--- config.mk ---
export PLATFORM = sky130hd
export DESIGN_NAME = kamikaze_imem_arbiter
export DESIGN_NICKNAME = d
export VERILOG_FILES = /design/src/rtl/kamikaze_imem_arbiter.sv
export SDC_FILE = /design/constraint.sdc
export NUM_CORES = 1
export LEC_CHECK = 0
export CORE_AREA = 2 2 107 109
export CTS_BUF_LIST = sky130_fd_sc_hd__clkbuf_4 sky130_fd_sc_hd__clkbuf_8 sky130_fd_sc_hd__clkbuf_16
export DETAILED_ROUTE_END_ITERATION = 7
export DIE_AREA = 0 0 109 111
export GPL_TIMING_DRIVEN = 0
export SLEW_MARGIN = 25
export SYNTH_ARGS = -nofsm -noshare
export SYNTH_HDL_FRONTEND = slang
export SYNTH_SLANG_ARGS = --single-unit
--- constraint.sdc ---
create_clock -name clk_i -period 3.6 [get_ports clk_i]
set_input_delay 0.9 -clock clk_i [delete_from_list [all_inputs] [get_ports clk_i]]
set_output_delay 0.9 -clock clk_i [all_outputs]
set_load 0.02 [all_outputs]
--- src/rtl/kamikaze_imem_arbiter.sv ---
// -----------------------------------------------------------------------------
// kamikaze_imem_arbiter
//
// Arbitrates a single-port instruction/data memory between the fetch unit (if)
// and the load/store unit (ls). At most one request is granted per cycle. The
// memory returns read data exactly one cycle after an accepted read. A small
// FSM remembers whose read is in flight so that the returned word is routed to
// the right requester.
//
// Optional feature (macro KAMIKAZE_ARB_RR_EN):
//   undefined : fixed priority, ls over if; no last-winner register exists.
//   defined   : round-robin between the two requesters when both request,
//               using a 1-bit last-winner register updated on every grant.
//
// Ports:
//   clk_i                     clock, rising edge
//   rst_i                     asynchronous active-low reset
//   if_req_i, if_addr_i       fetch request / byte address
//   if_gnt_o                  fetch accepted this cycle (combinational)
//   if_rvalid_o, if_rdata_o   fetch response valid / data
//   if_flush_i                discard an outstanding fetch response
//   ls_req_i, ls_we_i         load/store request / write enable
//   ls_addr_i, ls_wdata_i     load/store byte address / write data
//   ls_be_i                   load/store byte enables
//   ls_gnt_o                  load/store accepted this cycle (combinational)
//   ls_rvalid_o, ls_rdata_o   load response valid / data
//   mem_req_o, mem_we_o       memory request / write enable
//   mem_be_o                  memory byte enables
//   mem_addr_o, mem_wdata_o   memory word-aligned address / write data
//   mem_rdata_i               memory read data, one cycle after a read grant
// -----------------------------------------------------------------------------
module kamikaze_imem_arbiter (
   input  logic        clk_i,
   input  logic        rst_i,
   input  logic        if_req_i,
   input  logic [31:0] if_addr_i,
   output logic        if_gnt_o,
   output logic        if_rvalid_o,
   output logic [31:0] if_rdata_o,
   input  logic        if_flush_i,
   input  logic        ls_req_i,
   input  logic        ls_we_i,
   input  logic [31:0] ls_addr_i,
   input  logic [31:0] ls_wdata_i,
   input  logic [3:0]  ls_be_i,
   output logic        ls_gnt_o,
   output logic        ls_rvalid_o,
   output logic [31:0] ls_rdata_o,
   output logic        mem_req_o,
   output logic        mem_we_o,
   output logic [3:0]  mem_be_o,
   output logic [31:0] mem_addr_o,
   output logic [31:0] mem_wdata_o,
   input  logic [31:0] mem_rdata_i
);

   typedef enum logic [1:0] {
      IDLE    = 2'd0,
      RESP_IF = 2'd1,
      RESP_LS = 2'd2
   } state_t;

   state_t state, state_next;
   logic   ls_win;
   logic   if_win;

   // Byte-offset bits are dropped by word alignment.
   logic   unused_addr_bits;
   assign unused_addr_bits = ^{if_addr_i[1:0], ls_addr_i[1:0]};

`ifdef KAMIKAZE_ARB_RR_EN
   // 1 = ls won the most recent grant. Resets to "ls last" so the first
   // conflict after reset goes to the fetch unit.
   logic last_ls;

   always_ff @(posedge clk_i or negedge rst_i) begin
      if (!rst_i) begin
         last_ls <= 1'b1;
      end else if (ls_win || if_win) begin
         last_ls <= ls_win;
      end
   end

   // On a conflict the requester that did not win last time goes first.
   always_comb begin
      if (ls_req_i && if_req_i) begin
         ls_win = rst_i & ~last_ls;
      end else begin
         ls_win = rst_i & ls_req_i;
      end
   end
`else
   assign ls_win = rst_i & ls_req_i;
`endif

   // Grants are forced low while reset is asserted so every output reads 0.
   assign if_win = rst_i & if_req_i & ~ls_win;

   always_ff @(posedge clk_i or negedge rst_i) begin
      if (!rst_i) begin
         state <= IDLE;
      end else begin
         state <= state_next;
      end
   end

   always_comb begin
      state_next  = IDLE;
      if_gnt_o    = if_win;
      ls_gnt_o    = ls_win;
      mem_req_o   = if_win | ls_win;
      mem_we_o    = 1'b0;
      mem_be_o    = 4'h0;
      mem_addr_o  = 32'h0;
      mem_wdata_o = 32'h0;
      if_rvalid_o = 1'b0;
      if_rdata_o  = 32'h0;
      ls_rvalid_o = 1'b0;
      ls_rdata_o  = 32'h0;

      // A new grant always decides the next state, so a response can be
      // returned and a new request accepted in the same cycle.
      if (if_win) begin
         state_next = RESP_IF;
      end else if (ls_win && !ls_we_i) begin
         state_next = RESP_LS;
      end

      if (rst_i) begin
         if (ls_win) begin
            mem_we_o    = ls_we_i;
            mem_be_o    = ls_be_i;
            mem_addr_o  = {ls_addr_i[31:2], 2'b00};
            mem_wdata_o = ls_wdata_i;
         end else begin
            mem_be_o    = 4'hF;
            mem_addr_o  = {if_addr_i[31:2], 2'b00};
         end

         // A flush only kills the response currently being returned; a
         // fetch granted in the flush cycle is unaffected.
         if (state == RESP_IF && !if_flush_i) begin
            if_rvalid_o = 1'b1;
            if_rdata_o  = mem_rdata_i;
         end
         if (state == RESP_LS) begin
            ls_rvalid_o = 1'b1;
            ls_rdata_o  = mem_rdata_i;
         end
      end
   end

endmodule

==> summary.txt <==
Max Fclk: 286 MHz
area share of the largest cell type after synthesis: 23.5%
Layout Nets: 610
Hold Fails Final Rpt: 0
dpl hpwl: 7230 um
final number of max-transition violations: 0
DRT Pass-1 Iters: 4
CP Data Required Time: 2.70 ns
# hold bufs at CTS: 0
cells after synthesis: 198
first-pass GRT wire length: 11700 um
starting density of the core: 12.8%
clk buf depth: 2
routability cong.: 0.679
most common cell in the synthesized netlist: and2_1
dpl ws: -0.165 ns
Post-synth EDFFs: 0
area leader, netlist: and2_1
fin crit share: 97.2%
vias in the first global route: 2454
Via density: 3.92
Clock Sinks: 2
antenna-violating nets left: 0
core area: 11100 um2
Post-Syn Area: 1410 um2
Area growth, synth to finish: 207%
die height: 111 um
# H-tree levels: 1
DR vias: 2406
maximum fanout along the worst path: 9
Setup violations, final: 0
worst setup margin: 0.102 ns
CP Depth: 5
Worst-path clk slew: 0.03 ns
Critical Path AT: 2.60 ns
largest registers: state: 2 flops
Worst setup EP type: primary output
Hold Crit Class: input port to async pin
die area: 12100 um2
library cells used by synthesis: 18
share of cells above drive strength 1: 7.87%
CTS tree: built
Max IR drop VDD: 0.000111 V
grt ovf: 0
Buffers on Ports: 268
Synth async-reset ratio: 100%
Largest stage delay, worst path: 0.62 ns
Post-synth top cells: and2_1 (53), and3_1 (33), mux2i_1 (30), nor2b_1 (30), and2_2 (12)
crit-path leading delay family: buffers and inverters
drt total wl: 8040 um
status: finished, final reports clean
YS warnings: 0
initial antenna violation count: 0
Starting DRT DRC Count: 38
Total GRT Usage: 12.0%
Area contributors post-synth: and2_1 (23%), mux2i_1 (21%), and3_1 (15%)
#FFs+latches synth: 2
IO Pins: 276
Die W: 109 um
critical path's slowest cell: clkdlybuf4s50_1
register with the most flip-flops: state
register area share after synthesis: 3.54%
Critical Path Most Common Cell: clkdlybuf4s50_1
Main synth FF type: dfrtp_1
max_cap viols: 0
minimum clock period: 3.50 ns
drt drc: 0
PD cells: 137 nW/um2
leakage power: 2.46 nW
Fill cells: 1157
Inserted Clock Buffers: 3
syn avg cell area: 7.14 um2
setup TNS: 0 ns
Post-CTS Setup Bufs: 0
ant diodes: 0
Cell Chain, Critical Path: clkdlybuf4s50_1 > buf_6 > and3b_4 > and2_1 > clkdlybuf4s50_1
clock root cell: clkbuf_16
max reg flops: 2
worst setup path class: input port to primary output
Cell Rows: 39
crit start category: input port
Wirelength per Cell: 13.1 um
Crit path buffers/inverters: 3
largest net degree at the start of global routing: 11
[power by group]
group | switching, mW | internal (mW) | total [mW]
combinational | 0.158 | 0.247 | 0.405
clock | 0.0234 | 0.141 | 0.165
sequential | 0.000434 | 0.0235 | 0.0240
[layout by cell type, fill, tap and decap left out]
master	instances
and4bb_4	1
dlygate4sd2_1	60
and3b_1	1
buf_2	3
inv_1	4
mux2i_1	30
and3_1	33
clkdlybuf4s50_1	186
and2_1	53
buf_6	4
dlymetal6s2s_1	22
o21a_1	1
nor2b_1	30
clkbuf_2	7
a21boi_0	4
clkbuf_1	4
conb_1	2
dfrtp_1	2
clkbuf_16	3
and3b_4	1
and2b_1	1
and2_2	12
buf_4	6
[path summary, 6_finish.rpt]
kind / endpoint / slack [ns] / from
max in group asynchronous: state[1] / 2.58 / rst_i
setup / recovery: ls_rdata_o[0] / 0.10 / rst_i
hold / removal: state[0] / 0.87 / rst_i
min in group clk_i: state[1] / 1.31 / ls_we_i
[area by class of cell]
cell class	instances	area (um2)	area share [%]
plain buffers	24	155	3.57
well taps	143	179	4.12
clock buffers	3	75.1	1.73
inverters	4	15.0	0.346
flip-flops and latches	2	50.0	1.15
repair buffers	268	2660	61.3
multi-input cells	169	1210	27.8
[kinds of logic (layout without fill, tap and decap cells)]
kind of cell,after synthesis,in the layout,synth area share (%)
muxes,30,30,21.2
AOI/OAI and AO/OA,5,5,2.66
buffers and inverters,28,299,11.4
and+or+nand+nor,132,132,60.9
DFF,2,2,3.54
other,1,2,0.265
[metal layers]
layer / part of all wire, % / up-vias / routed length [um] / global-route usage, %
met2: 53 / 166 / 4240 / 24.8
li1: - / 1185 / - / -
met5: 0 / - / 0 / 0
met1: 32 / 1049 / 2590 / 10.6
met3: 14 / 6 / 1150 / 4.59
met4: 0.73 / 0 / 59 / 1.97
[per-stage QoR]
stage / power [mW] / hold slack (ns) / util [%] / area, um2 / std cells
6_report: 0.594 / 0.872 / 39.2 / 4340 / 613
5_1_grt: 0.629 / 0.881 / 39.2 / 4340 / 613
4_1_cts: 0.606 / 0.870 / 38.7 / 4290 / 613
3_5_place_dp: 0.442 / 1.10 / 38.6 / 4280 / 610
3_3_place_gp: 0.440 / 1.09 / 38.6 / 4280 / 610
2_1_floorplan: 0.178 / 0.604 / - / 1420 / 199
[repair_timing]
action	CTS	global route
resized for setup	67	22
setup endpoints to repair	113	22
endpoints found under the hold margin	0	0
Note: power is estimated with default switching activity, not from simulation.
